`config.mk`:
```
export PLATFORM = sky130hd
export DESIGN_NAME = gray_to_bin_tracker
export DESIGN_NICKNAME = d
export VERILOG_FILES = /design/src/rtl/gray_to_bin_tracker.sv
export SDC_FILE = /design/constraint.sdc
export NUM_CORES = 1
export LEC_CHECK = 0
export BUFFER_PORTS_ARGS = -buffer_cell sky130_fd_sc_hd__buf_4
export CORE_ASPECT_RATIO = 2
export CORE_MARGIN = 1
export CORE_UTILIZATION = 33
export DETAILED_ROUTE_END_ITERATION = 8
export SKIP_LAST_GASP = 1
export SLEW_MARGIN = 40
export SYNTH_ARGS = -nofsm -noshare
export SYNTH_HDL_FRONTEND = slang
export SYNTH_SLANG_ARGS = --single-unit
```
`constraint.sdc`:
```
create_clock -name clk -period 3 [get_ports clk]
set_input_delay 0.6 -clock clk [delete_from_list [all_inputs] [get_ports clk]]
set_output_delay 0.6 -clock clk [all_outputs]
set_load 0.005 [all_outputs]
```
`src/rtl/gray_to_bin_tracker.sv`:
```
// gray_to_bin_tracker: decodes sampled Gray codes and tracks signed position from single-bit steps
module gray_to_bin_tracker #(
  parameter int WID  = 4,
  parameter int PWID = 16
) (
  input  logic            clk,
  input  logic            reset,
  input  logic [WID-1:0]  gray_in,
  input  logic            sample_en,
  input  logic            err_clr,
  output logic [WID-1:0]  bin_out,
  output logic            bin_valid,
  output logic            step_up,
  output logic            step_dn,
  output logic [PWID-1:0] pos,
  output logic            err_multi
);
  typedef enum logic {EMPTY, TRACK} state_t;
  state_t state_q, state_d;
  logic [WID-1:0] dec, diff, bin_q, bin_d, prev_gray_q, prev_gray_d;
  logic [PWID-1:0] pos_q, pos_d;
  logic valid_q, valid_d, up_q, up_d, dn_q, dn_d, err_q, err_d;
  logic track, one_hot, multi;
  always_comb begin
    for (int i = 0; i < WID; i++) dec[i] = ^(gray_in >> i);
    diff        = gray_in ^ prev_gray_q;
    one_hot     = (diff != '0) && ((diff & (diff - WID'(1))) == '0);
    track       = sample_en && (state_q == TRACK);
    multi       = track && (diff != '0) && !one_hot;
    up_d        = track && one_hot && (dec == bin_q + WID'(1));
    dn_d        = track && one_hot && (dec != bin_q + WID'(1));
    pos_d       = pos_q + PWID'(up_d) - PWID'(dn_d);
    err_d       = multi | (err_q & ~err_clr);
    valid_d     = sample_en;
    bin_d       = sample_en ? dec : bin_q;
    prev_gray_d = sample_en ? gray_in : prev_gray_q;
    state_d     = sample_en ? TRACK : state_q;
  end
  always_ff @(posedge clk or posedge reset) begin
    if (reset) begin
      state_q     <= EMPTY;
      bin_q       <= '0;
      prev_gray_q <= '0;
      pos_q       <= '0;
      valid_q     <= 1'b0;
      up_q        <= 1'b0;
      dn_q        <= 1'b0;
      err_q       <= 1'b0;
    end else begin
      state_q     <= state_d;
      bin_q       <= bin_d;
      prev_gray_q <= prev_gray_d;
      pos_q       <= pos_d;
      valid_q     <= valid_d;
      up_q        <= up_d;
      dn_q        <= dn_d;
      err_q       <= err_d;
    end
  end
  assign bin_out   = bin_q;
  assign bin_valid = valid_q;
  assign step_up   = up_q;
  assign step_dn   = dn_q;
  assign pos       = pos_q;
  assign err_multi = err_q;
endmodule

```
Word level (Yosys, flattened, before mapping)
Index checks and enable logic that the tools add are counted.
Widths: inputs -> output; s select.

cells by class
  add/sub/neg operators = 4
  multipliers = 0
  div/mod/pow operators = 0
  $lt $le $gt $ge = 0
  equal/unequal tests = 2
  shift operators = 0
  multiplexer cells = 0
  bitwise gates (word level) = 5
  reduce and logical (&&, ||, !) cells = 14

operators with widths
  cell                 number
  $add 16x1->16        1
  $reduce_xor 4->1     4
  $sub 16x1->16        1
  $logic_and 1x1->1    7
  $add 4x1->4 const B  1
  $and 4x4->4          1
  $eq 4x4->1           1
  $logic_not 4->1      1
  $ne 4x4->1           1
  $reduce_bool 4->1    1
  $sub 4x1->4 const B  1
  $xor 4x4->4          1
  $and 1x1->1          1
  $logic_not 1->1      1
  $not 1->1            1
  $or 1x1->1           1

word-level totals
  flip-flop bits (word level) = 29
  bits in latches = 0
  RAM bits = 0
  memory bits (read-only) = 0
  input bits = 8
  output and inout port bits = 24
  word-level logic and storage cells = 33
  memories kept = 0

Depth between registers and ports, before layout
  depth after elaboration = 9
  depth in mapped cells = 13
  gate-level depth less buffers = 12

Worst setup path after synthesis
No wires, ideal clock.

  kind = input -> register
  start = input port gray_in[1]
  end = register pos_q[14] (netlist: pos[14])
  library setup time = 0.132 ns
  arrival time = 2.894 ns
  data required time = 2.868 ns
  slack = -0.027 ns
  stages = 13
  path buffers = 1
  cells stage by stage = buf_6 > xnor2_2 > xnor2_1 > a211o_1 > a21oi_2 > ha_1 > inv_1 > fa_1 > nand2b_1 > a21oi_1 > o211ai_1 > a211oi_1 > a211oi_1

between the ends
  longest elaborated chain between the ends = 9
  elaborated cells on any way between the ends = 15
  those cells by class = 3 x add/sub; 2 x eq/ne; 2 x bitwise; 8 x reduce/logical

RTL lines
  what                  line    RTL
  from (decl)           8       input logic [WID-1:0] gray_in,
  $xor 4x4->4           26      diff = gray_in ^ prev_gray_q;
  $sub 4x1->4           27      one_hot = (diff != '0) && ((diff & (diff - WID'(1))) == '0);
  $and 4x4->4           27
  $logic_not 4->1       27
  $logic_and 1x1->1     27
  $logic_and 1x1->1     30, 31
  $logic_and 1x1->1     30      up_d = track && one_hot && (dec == bin_q + WID'(1));
  $add 16x1->16         32      pos_d = pos_q + PWID'(up_d) - PWID'(dn_d);
  $sub 16x1->16 *       32
  named net pos_d[14]   21      logic [PWID-1:0] pos_q, pos_d;
  to (signal assigned)  53      pos_q <= pos_d;
  to (decl)             21

Mark *: on every way through the listed nets, which the timed path passes. The rest lies on a longest branch.
A chain may end at the register's enable or synchronous reset.

Worst setup path in the final report
  start = register prev_gray_q[3]
  end = register pos_q[8] (netlist: pos[8])

between the ends
  elaborated cells on any way between the ends = 11
  those cells by class = 3 x add/sub; 2 x bitwise; 6 x reduce/logical

RTL lines
  what                               line  RTL
  from (decl)                        20    logic [WID-1:0] dec, diff, bin_q, bin_d, prev_gray_q, prev_gray_d;
  from (signal assigned)             52    prev_gray_q <= prev_gray_d;
  $xor 4x4->4 *                      26
  $sub 4x1->4                        27
  $and 4x4->4                        27
  $logic_not 4->1                    27
  $logic_and 1x1->1 *                27
  $logic_and 1x1->1 * (2 in series)  31    dn_d = track && one_hot && (dec != bin_q + WID'(1));
  named net dn_d                     22    logic valid_q, valid_d, up_q, up_d, dn_q, dn_d, err_q, err_d;
  $sub 16x1->16 *                    32
  named net pos_d[8]                 21

Marked as above.

==> impl_metrics.tcl <==
set metrics [dict create \
    overflow 0 \
    hold_viol 0 \
    dp_cells 309 \
    avgSynthCellArea_sq_um 9.28 \
    slew_headroom 0.707 \
    crit_required_ns 3.22 \
    dp_hpwl_microns 3460 \
    max-clock-path-buffers 2 \
    portBuffers 31 \
    io_pins 32 \
    outcome "finished, final reports clean" \
    pwr-share-clk 0.100 \
    routed_wl_microns 4390 \
    worstSkewPairLatency_ns 0.28 \
    grt_max_degree 29 \
    multiInputGateArea_sq_um 1140 \
    n_fill_cell 570 \
    cts.clk_slew.worst_paths_ns 0.11 \
    grtUsageTotal 0.152 \
    startpoint "prev_gray_q[3]$_DFFE_PP0P_" \
    vdd_drop_max_uv 731 \
    r2r_end "pos[8]$_DFF_PP0_" \
    drc_errors 0 \
    antenna_found_initial 0 \
    ys_seq_elements 28 \
    fin_area_sq_um 2450 \
    synthTopCellsByArea "dfrtp_1 37%, ha_1 11%, xnor2_1 6.4%, a21oi_1 5.0%, inv_1 4.3%" \
    drv_slew 0 \
    drv_cap 0 \
    synthFlopType "dfrtp_1" \
    regToRegStartpoint "prev_gray_q[3]$_DFFE_PP0P_" \
    netlist_top_cells_count "28 x dfrtp_1, 22 x inv_1, 19 x a21oi_1" \
    r2r_setup_slack_ns 0.17 \
    cts_made_buffers 3 \
    first_pass_iters 4 \
    ys_seq_area_frac 0.368 \
    setup_violations 0 \
    placed_area_sq_um 2310 \
    die-area_sq_um 6090 \
    die_w_microns 55.7 \
    reg2reg_depth 14 \
    routedWlPerCell_microns 13.9 \
    post_synth_num_cell_types 42 \
    max_freq_ghz 0.354 \
    start_util 0.348 \
    grt_setup_unrepaired "false" \
    power_frac_comb 0.686 \
    synth_edf_count 0 \
    final_util 0.448 \
    cts_tree "done" \
    cp-endpoint "pos[8]$_DFF_PP0_" \
    p_leak_nw 1.18 \
    grt_first_pass_wirelength_microns 7350 \
    synth_area_sq_um 1900 \
    critical_path_arrival_ns 3.05 \
    area_growth_syn_to_layout_pct 28.7 \
    yosysTopAreaCellShare 0.368 \
    core_area_sq_um 5470 \
    fin_cells 316 \
    period_minus_slack_ns 2.83 \
    yosys.area.top_type "dfrtp_1" \
    synthCells 205 \
    grt_pass1_vias 1732 \
    cts_root_buf "clkbuf_8" \
    fp.dieH_microns 109 \
    fin_nets 282 \
    cp-start-kind "flop" \
    path_max_fanout 4 \
    p_per_area_nw_per_um2 1270 \
    cts.sinks 28 \
    finalCritPeriodShare 0.943 \
    power_switching_share 0.446 \
    p_total_mw 3.11 \
    yosys.cell_count.top_type "dfrtp_1" \
    drive_above_1_share 0.285 \
    yosys_warnings 0 \
    skew_ns 0.00256 \
    hold_class "primary input to asynchronous set/reset pin" \
    place_congestion 0.811 \
    vias 1654 \
    syn_nets 230 \
    synthArstFlopShare 1.00 \
    seqCellArea_sq_um 701 \
    fin_setup_tns_ns 0 \
    via_per_inst 5.23 \
    row_count 38 \
    cts_hold_buf 0 \
    p_sw_mw 1.39 \
    p_seq_frac 0.214 \
    endpoint_kind "flop" \
    criticalPathCategory "flop to flop" \
    worstMarginPinSlew_ns 0.436 \
    drt_iter0_markers 28 \
    ant_nets 0 \
    cts_max_level 1 \
    internal-power_mw 1.72 \
    n_antenna_cell 0 \
]
critical path, stage by stage (launching register included):
cell      delay (ns)
dfrtp_1         0.43
xnor2_2         0.25
buf_4           0.15
and3_2          0.18
nand2_1         0.08
a21oi_2         0.19
buf_4           0.13
and2_4          0.14
fa_2            0.20
nand2b_4        0.13
a21oi_4         0.06
buf_4           0.13
o21a_1          0.20
or4_1           0.40
nand3_1         0.10
how the worst min path moves through the flow:
stage	startpoint	to	slack [ns]
after global routing	reset	bin_valid$_DFF_PP0_	0.42
final	reset	state_q$_DFFE_PP0P_	0.38
after floorplan	state_q$_DFFE_PP0P_	state_q$_DFFE_PP0P_	0.44
after global placement	state_q$_DFFE_PP0P_	state_q$_DFFE_PP0P_	0.46
after CTS	reset	bin_valid$_DFF_PP0_	0.39
after detailed placement	state_q$_DFFE_PP0P_	state_q$_DFFE_PP0P_	0.46
logic make-up after synthesis:
kind of cell | share of synthesized area
compound gates | 0.160
xor+xnor | 0.114
fa+ha+maj | 0.116
buf+inv | 0.0579
flops | 0.368
mux | 0.0296
simple gates | 0.155
area by class of cell:
cell class,instances,area share
Multi-Input combinational cell,151,0.464
Timing Repair Buffer,51,0.156
Clock inverter,1,0.0123
Clock buffer,3,0.0169
Inverter,22,0.0337
Sequential cell,28,0.286
Tap cell,60,0.0306
flip-flops by register name, summed over array words and instances (netlist names):
| signal | flops |
|---|---|
| bin_out | 3 |
| bin_valid | 1 |
| err_multi | 1 |
| pos | 16 |
| prev_gray_q | 4 |
| state_q | 1 |
| step_dn | 1 |
| step_up | 1 |
through the flow:
step | worst slack, ns | hold WS, ns
2_1_floorplan | 0.0294 | 0.437
3_3_place_gp | -0.112 | 0.455
4_1_cts | 0.0817 | 0.392
3_5_place_dp | -0.208 | 0.462
6_report | 0.171 | 0.377
5_1_grt | 0.0106 | 0.425
power by group through the flow:
| stage | logic [mW] | registers (mW) | clock network (mW) |
|---|---|---|---|
| detailed placement | 2.06 | 0.676 | 0 |
| finish | 2.13 | 0.665 | 0.310 |
| global placement | 2.04 | 0.675 | 0 |
| global route | 2.40 | 0.686 | 0.330 |
| CTS | 2.08 | 0.667 | 0.324 |
| floorplan | 1.45 | 0.659 | 0 |
per-layer routing:
| layer | share of wire | track usage | up-vias | wire length (microns) |
|---|---|---|---|---|
| li1 | - | - | 816 | - |
| met1 | 0.34 | 0.132 | 788 | 1500 |
| met2 | 0.60 | 0.326 | 42 | 2630 |
| met3 | 0.036 | 0.0188 | 8 | 156 |
| met4 | 0.026 | 0.0714 | 0 | 113 |
| met5 | 0 | 0 | - | 0 |
cells in the final DEF (no fill, tap or decap), types with 2 or more instances in the layout:
| cell | synthesis | final |
|---|---|---|
| ha_1 | 16 | 14 |
| xnor2_2 | 2 | 2 |
| nor3b_1 | 2 | 2 |
| xnor2_1 | 14 | 14 |
| xor2_1 | 7 | 7 |
| nand3_1 | 8 | 8 |
| mux2_2 | 5 | 5 |
| a211o_1 | 2 | 2 |
| a211oi_1 | 6 | 6 |
| a21oi_1 | 19 | 18 |
| nor3_1 | 6 | 6 |
| o211ai_1 | 3 | 3 |
| or2_2 | 2 | 2 |
| and3_1 | 2 | 2 |
| buf_4 | 1 | 51 |
| dfrtp_1 | 28 | 28 |
| o21ai_0 | 5 | 5 |
| clkbuf_8 | 0 | 3 |
| nand2_1 | 13 | 13 |
| o211a_1 | 2 | 2 |
| nand4_1 | 3 | 3 |
| nor2_1 | 14 | 14 |
| inv_1 | 22 | 22 |
| a21o_1 | 2 | 2 |
repair_timing:
action | CTS | global route
endpoints found under the hold margin | 0 | 0
setup buffers | 0 | 3
gates resized for setup | 0 | 7
endpoints found under the setup margin | 0 | 7
No activity file was read; power rests on OpenSTA's default activity.
